===== config.mk =====
export PLATFORM = sky130hd
export DESIGN_NAME = multicycle_sequencer
export DESIGN_NICKNAME = d
export VERILOG_FILES = /design/src/rtl/multicycle_sequencer.sv
export SDC_FILE = /design/constraint.sdc
export NUM_CORES = 1
export LEC_CHECK = 0
export CORE_ASPECT_RATIO = 1.4
export CORE_MARGIN = 4
export CORE_UTILIZATION = 44
export CTS_BUF_LIST = sky130_fd_sc_hd__clkbuf_8
export DETAILED_ROUTE_END_ITERATION = 7
export PLACE_DENSITY = 0.82
export SETUP_SLACK_MARGIN = 0.5
export SLEW_MARGIN = 0
export SYNTH_ARGS = -nofsm -noshare
export SYNTH_HDL_FRONTEND = slang
export SYNTH_SLANG_ARGS = --single-unit

===== constraint.sdc =====
create_clock -name clk -period 1.4 [get_ports clk]
set_input_delay 0.21 -clock clk [delete_from_list [all_inputs] [get_ports clk]]
set_output_delay 0.21 -clock clk [all_outputs]
set_load 0.01 [all_outputs]

===== src/rtl/multicycle_sequencer.sv =====
// -----------------------------------------------------------------------------
// multicycle_sequencer
//
// Multi-cycle control FSM for the RV32 core. Each instruction walks through
// FETCH -> DECODE -> EXEC -> (MEM) -> (WB) and returns to FETCH. The block
// drives the instruction/data memory handshakes and the per-state datapath
// strobes. It parks in HALT after an illegal opcode or a memory handshake
// timeout, and stays there until reset.
//
// Parameters
//   TIMEOUT_CYCLES : max cycles a memory request may wait for ready (0 = off)
//   CNT_W          : wait counter width, 2**CNT_W > TIMEOUT_CYCLES
//
// Ports
//   clk, reset      : clock, synchronous active-high reset
//   opcode          : instr[6:0] from the instruction register
//   branch_taken    : ALU branch-compare result (used in EXEC)
//   imem_req/ready  : instruction fetch handshake
//   dmem_req/we/rdy : data access handshake, dmem_we marks a store
//   ir_we, pc_we    : instruction register / PC load strobes
//   pc_src          : 0 = PC+4, 1 = branch target
//   alu_op          : 00 add, 01 branch compare, 10 R funct, 11 I funct
//   alu_src         : 0 = rs2, 1 = immediate
//   mem_to_reg      : writeback select, 1 = load data
//   reg_we          : register file write enable
//   instr_retired   : one-cycle pulse per completed instruction
//   illegal_op      : sticky illegal-opcode flag
//   bus_error       : sticky handshake timeout flag
//   state_dbg       : FETCH=0 DECODE=1 EXEC=2 MEM=3 WB=4 HALT=5
// -----------------------------------------------------------------------------
module multicycle_sequencer #(
    parameter int unsigned TIMEOUT_CYCLES = 16,
    parameter int unsigned CNT_W          = 5
) (
    input  logic       clk,
    input  logic       reset,
    input  logic [6:0] opcode,
    input  logic       branch_taken,
    output logic       imem_req,
    input  logic       imem_ready,
    output logic       dmem_req,
    output logic       dmem_we,
    input  logic       dmem_ready,
    output logic       ir_we,
    output logic       pc_we,
    output logic       pc_src,
    output logic [1:0] alu_op,
    output logic       alu_src,
    output logic       mem_to_reg,
    output logic       reg_we,
    output logic       instr_retired,
    output logic       illegal_op,
    output logic       bus_error,
    output logic [2:0] state_dbg
);

    typedef enum logic [2:0] {
        FETCH  = 3'd0,
        DECODE = 3'd1,
        EXEC   = 3'd2,
        MEM    = 3'd3,
        WB     = 3'd4,
        HALT   = 3'd5
    } state_t;

    localparam logic [6:0] OP_R      = 7'b0110011;
    localparam logic [6:0] OP_LOAD   = 7'b0000011;
    localparam logic [6:0] OP_STORE  = 7'b0100011;
    localparam logic [6:0] OP_I      = 7'b0010011;
    localparam logic [6:0] OP_BRANCH = 7'b1100011;

    localparam bit             TIMEOUT_EN = (TIMEOUT_CYCLES != 0);
    localparam logic [CNT_W-1:0] WAIT_LAST =
        TIMEOUT_EN ? CNT_W'(TIMEOUT_CYCLES - 1) : '0;

    state_t           state;
    logic [6:0]       op_q;
    logic [CNT_W-1:0] wait_cnt;
    logic             illegal_q;
    logic             bus_error_q;

    logic req_active;
    logic req_ready;
    logic timed_out;

    function automatic logic is_legal(input logic [6:0] op);
        return (op == OP_R) || (op == OP_LOAD) || (op == OP_STORE) ||
               (op == OP_I) || (op == OP_BRANCH);
    endfunction

    // A single wait counter serves both handshakes; only one request can be
    // outstanding at a time.
    always_comb begin
        req_active = (state == FETCH) || (state == MEM);
        req_ready  = (state == FETCH) ? imem_ready : dmem_ready;
        timed_out  = TIMEOUT_EN && req_active && !req_ready &&
                     (wait_cnt == WAIT_LAST);
    end

    // wait_cnt is zeroed every cycle it is not counting, so it is already
    // clear on entry to FETCH or MEM from any state.
    always_ff @(posedge clk) begin
        if (reset) begin
            state       <= FETCH;
            op_q        <= '0;
            wait_cnt    <= '0;
            illegal_q   <= 1'b0;
            bus_error_q <= 1'b0;
        end else begin
            wait_cnt <= '0;
            case (state)
                FETCH: begin
                    if (imem_ready) begin
                        state <= DECODE;
                    end else if (timed_out) begin
                        bus_error_q <= 1'b1;
                        state       <= HALT;
                    end else begin
                        wait_cnt <= wait_cnt + 1'b1;
                    end
                end
                DECODE: begin
                    op_q <= opcode;
                    if (is_legal(opcode)) begin
                        state <= EXEC;
                    end else begin
                        illegal_q <= 1'b1;
                        state     <= HALT;
                    end
                end
                EXEC: begin
                    case (op_q)
                        OP_R, OP_I:         state <= WB;
                        OP_LOAD, OP_STORE:  state <= MEM;
                        OP_BRANCH:          state <= FETCH;
                        default:            state <= HALT;
                    endcase
                end
                MEM: begin
                    if (dmem_ready) begin
                        state <= (op_q == OP_LOAD) ? WB : FETCH;
                    end else if (timed_out) begin
                        bus_error_q <= 1'b1;
                        state       <= HALT;
                    end else begin
                        wait_cnt <= wait_cnt + 1'b1;
                    end
                end
                WB:      state <= FETCH;
                HALT:    state <= HALT;
                default: state <= HALT;
            endcase
        end
    end

    // Outputs are decoded from the current state and ready inputs, and are
    // forced low while reset is asserted so an abandoned instruction cannot
    // leak a pc_we/reg_we or request.
    always_comb begin
        imem_req      = 1'b0;
        dmem_req      = 1'b0;
        dmem_we       = 1'b0;
        ir_we         = 1'b0;
        pc_we         = 1'b0;
        pc_src        = 1'b0;
        alu_op        = 2'b00;
        alu_src       = 1'b0;
        mem_to_reg    = 1'b0;
        reg_we        = 1'b0;
        instr_retired = 1'b0;
        illegal_op    = 1'b0;
        bus_error     = 1'b0;
        state_dbg     = 3'd0;
        if (!reset) begin
            state_dbg  = state;
            illegal_op = illegal_q;
            bus_error  = bus_error_q;
            case (state)
                FETCH: begin
                    imem_req = 1'b1;
                    ir_we    = imem_ready;
                end
                EXEC: begin
                    case (op_q)
                        OP_R: begin
                            alu_op = 2'b10;
                        end
                        OP_I: begin
                            alu_op  = 2'b11;
                            alu_src = 1'b1;
                        end
                        OP_LOAD, OP_STORE: begin
                            alu_op  = 2'b00;
                            alu_src = 1'b1;
                        end
                        OP_BRANCH: begin
                            alu_op        = 2'b01;
                            pc_we         = 1'b1;
                            pc_src        = branch_taken;
                            instr_retired = 1'b1;
                        end
                        default: ;
                    endcase
                end
                MEM: begin
                    dmem_req = 1'b1;
                    dmem_we  = (op_q == OP_STORE);
                    if (dmem_ready && (op_q == OP_STORE)) begin
                        pc_we         = 1'b1;
                        instr_retired = 1'b1;
                    end
                end
                WB: begin
                    reg_we        = 1'b1;
                    mem_to_reg    = (op_q == OP_LOAD);
                    pc_we         = 1'b1;
                    instr_retired = 1'b1;
                end
                default: ;
            endcase
        end
    end

endmodule


==> PnR_summary.wiki <==
{| class="wikitable"
! Metric !! Value
|-
| Outcome || finished, violations left
|-
| Violated checks || negative setup slack
|-
| Commonest cells in the synthesized netlist || sky130_fd_sc_hd__dfxtp_1 (17), sky130_fd_sc_hd__nor2_1 (17), sky130_fd_sc_hd__mux2i_1 (8)
|-
| Final routed wirelength across all metal layers || 4771 µm
|-
| Number of enable-type register cells in the synthesized netlist || 0
|-
| Launch point of the worst path || op_q[3]
|-
| Post-synth top flop || sky130_fd_sc_hd__dfxtp_1
|-
| Overall Global Routing Usage || 27.46%
|-
| Minimum clock period after layout || 1.772 ns
|-
| Final Hold Violating Endpoints || 0
|-
| Via Count || 1339
|-
| Total iterations of the first detailed-routing run || 4
|-
| MaxCap Viol Count || 0
|-
| Worst EP required || 1.19 ns
|-
| Antenna violations before repair || 0
|-
| Headroom to the max-slew limit || 67.43%
|-
| Mapped Area || 1011 µm²
|-
| Area enclosed by the die boundary || 3139 µm²
|-
| Global placement routability congestion || 0.8637
|-
| Endpoint of the worst register-to-register path || wait_cnt[4]
|-
| Final Net Count || 214
|-
| Global-route wire length before repair || 6851 µm
|-
| Count of cell types in the netlist || 48
|-
| Pin count of the biggest net entering global routing || 11
|-
| Initial drt markers || 57
|-
| Cell depth of the worst min-delay path || 4
|-
| Least setup slack across all paths after layout || -0.3721 ns
|-
| Classification of the worst setup path || flip-flop to primary output
|-
| Max Freq || between 500 and 600 MHz
|-
| Antenna viol nets, final || 0
|-
| Logic depth of the worst register-to-register path || 6
|-
| Synthesized netlist cell count || 120
|-
| Residual DRC count || 0
|-
| Yosys Warn Count || 0
|-
| Clock tree from TritonCTS || built
|-
| Count of pins on the block boundary || 29
|-
| Leakage power summed over all cells || 0.8523 nW
|-
| Maximum clock skew at final layout || approximately 0.0015 ns
|-
| Worst-path maximum fanout || 4
|-
| TritonCTS sink count || 17
|-
| Clock Path Buffers || 2
|-
| Post-synthesis async set-or-reset flop share || 0%
|-
| Horizontal die dimension || between 40 and 50 µm
|-
| Routed length per placed instance || between 20 and 25 µm
|-
| Number of buffers inserted by port buffering || 28
|-
| Final HPWL DP || 2492 µm
|-
| Setup TNS || -6.466 ns
|-
| Count of placed standard cells including taps || 200
|-
| Layout Area Growth over Synthesis || 100.4%
|-
| Min Hold Slack || ~0.4 ns
|-
| Antenna cells || 0
|-
| Post-Layout Cell Count || 222
|-
| Initial Util || between 40% and 50%
|-
| Total congestion overflow after global routing || 0
|-
| Worst reg-to-reg setup slack || -0.33 ns
|-
| Final setup viols || 29
|-
| Clock transition at path regs || 0.07 ns
|-
| IR drop worst, VDD || 0.8680 mV
|-
| Post-synthesis cell type with the largest combined area || sky130_fd_sc_hd__dfxtp_1
|-
| Floorplan Core Area || about 2200 µm²
|-
| Number of buffers added to fix hold violations after cts || 0
|-
| Class of the tightest hold or removal check || input port to flip-flop
|-
| Std cell rows || 20
|-
| Share of the yosys chip area belonging to registers || between 30% and 40%
|-
| Htree depth || 1
|-
| Period utilization || 126.6%
|-
| Capture point of the critical path || dmem_we
|-
| Transition time at the pin with the least slew margin || between 0.4 and 0.5 ns
|-
| CTS root buffer || sky130_fd_sc_hd__clkbuf_8
|-
| Via density per instance || 6.032
|-
| Worst EP arrival || 1.56 ns
|-
| Later-pin clock latency in the skew report || 0.25 ns
|-
| Power density normalized to cell area || 773.2 nW/µm²
|-
| Total nets after synthesis || 133
|-
| Number of global-route vias before repair || 1374
|-
| Cell types with the largest area share after synthesis || sky130_fd_sc_hd__dfxtp_1 (34%), sky130_fd_sc_hd__mux2i_1 (7.9%), sky130_fd_sc_hd__nor2_1 (6.3%), sky130_fd_sc_hd__a21oi_1 (3.0%), sky130_fd_sc_hd__nand2_1 (2.6%)
|-
| Startpoint kind of the worst setup timing path || flip-flop
|-
| Yosys top cell area share || 33.66%
|-
| Mean post-synth cell area || 8.425 µm²
|-
| Cts bufs inserted || 3
|-
| Start of the worst register-to-register path || state[0]
|-
| Count of final max-slew check failures || 0
|-
| RSZ-0062 raised after global routing || yes
|-
| Chip Height || 64.72 µm
|-
| Share of post-route cells with drive strength above 1 || 62.00%
|-
| Critical Path Sink Type || primary output
|-
| Number of storage elements in the synthesis netlist || 17
|}
[power by group]
group          leakage [nW]  switching (mW)  internal, mW
Clock                0.0255           0.179         0.198
Sequential            0.143          0.0533         0.525
Combinational         0.684           0.278         0.334
Total                 0.852           0.510          1.06
[worst min-delay path by stage]
stage,start,endpoint,slack (ns)
after floorplan,opcode[0],op_q[0],0.36
after global placement,wait_cnt[0],wait_cnt[0],0.43
after detailed placement,wait_cnt[0],wait_cnt[0],0.44
after CTS,reset,bus_error_q,0.38
after global routing,reset,bus_error_q,0.41
final,reset,bus_error_q,0.40
[critical path: stages (launching register included)]
cell	delay [ns]
sky130_fd_sc_hd__dfxtp_2	0.32
sky130_fd_sc_hd__nand4bb_4	0.26
sky130_fd_sc_hd__nor2_4	0.20
sky130_fd_sc_hd__buf_4	0.14
sky130_fd_sc_hd__nand2_2	0.07
sky130_fd_sc_hd__nor3b_2	0.16
sky130_fd_sc_hd__buf_2	0.16
[per-stage QoR]
step | util, % | area [µm²] | worst slack, ns | power (mW)
floorplan | - | 1156 | 0.03920 | 0.8286
global placement | 78.51 | 1709 | -0.6864 | 1.046
detailed placement | 78.51 | 1709 | -0.7103 | 1.066
CTS | 88.33 | 1923 | -0.3178 | 1.487
global route | 93.05 | 2026 | -0.4270 | 1.630
finish | 93.05 | 2026 | -0.3721 | 1.566
[layer usage]
metal	up-vias	share of wire [%]	global-route usage, %
li1	598	-	-
met1	634	35	30.13
met2	80	54	51.31
met3	27	5.4	4.598
met4	0	5.6	10.44
met5	-	0	0
[logic make-up after synthesis]
group / share of synthesized area [%]
muxes: 7.921
xor gates and xnor gates: 1.733
adders and majority gates: 1.237
AOI/OAI and AO/OA: 16.46
buffers and inverters: 5.198
and+or+nand+nor: 33.79
DFF: 33.66
[timing repair]
item	in CTS	in global routing
setup buffers	14	4
pin swaps	16	12
gates resized for setup	111	18
endpoints found under the setup margin	34	34
cloned	0	0
[flip-flops by register name, summed over array words and instances, names as in the netlist]
name	count
op_q	7
wait_cnt	5
state	3
bus_error_q	1
illegal_q	1
[layout make-up]
class,instances,area [µm²]
multi-input combinational,91,814.5
timing repair buffer,83,754.5
sequential,17,359.1
fill,73,151.4
clock buffer,3,41.29
tap,22,27.53
inverter,5,23.77
clock inverter,1,5.005
[placed cells by master, fill, tap and decap left out, drive strengths merged, types with 2 or more instances in the layout]
master and instances:
clkdlybuf4s50 10, a21oi 7, and2 2, nand3b 2
nand3 3, nor3 2, nand2b 2, nand2 7
nor2 21, mux2i 8, clkbuf 3, nor2b 4
o21ai 3, dfxtp 17, nor3b 2, inv 5
buf 73, nor4 2, nand4 2
(Power assumes the default switching activity.)
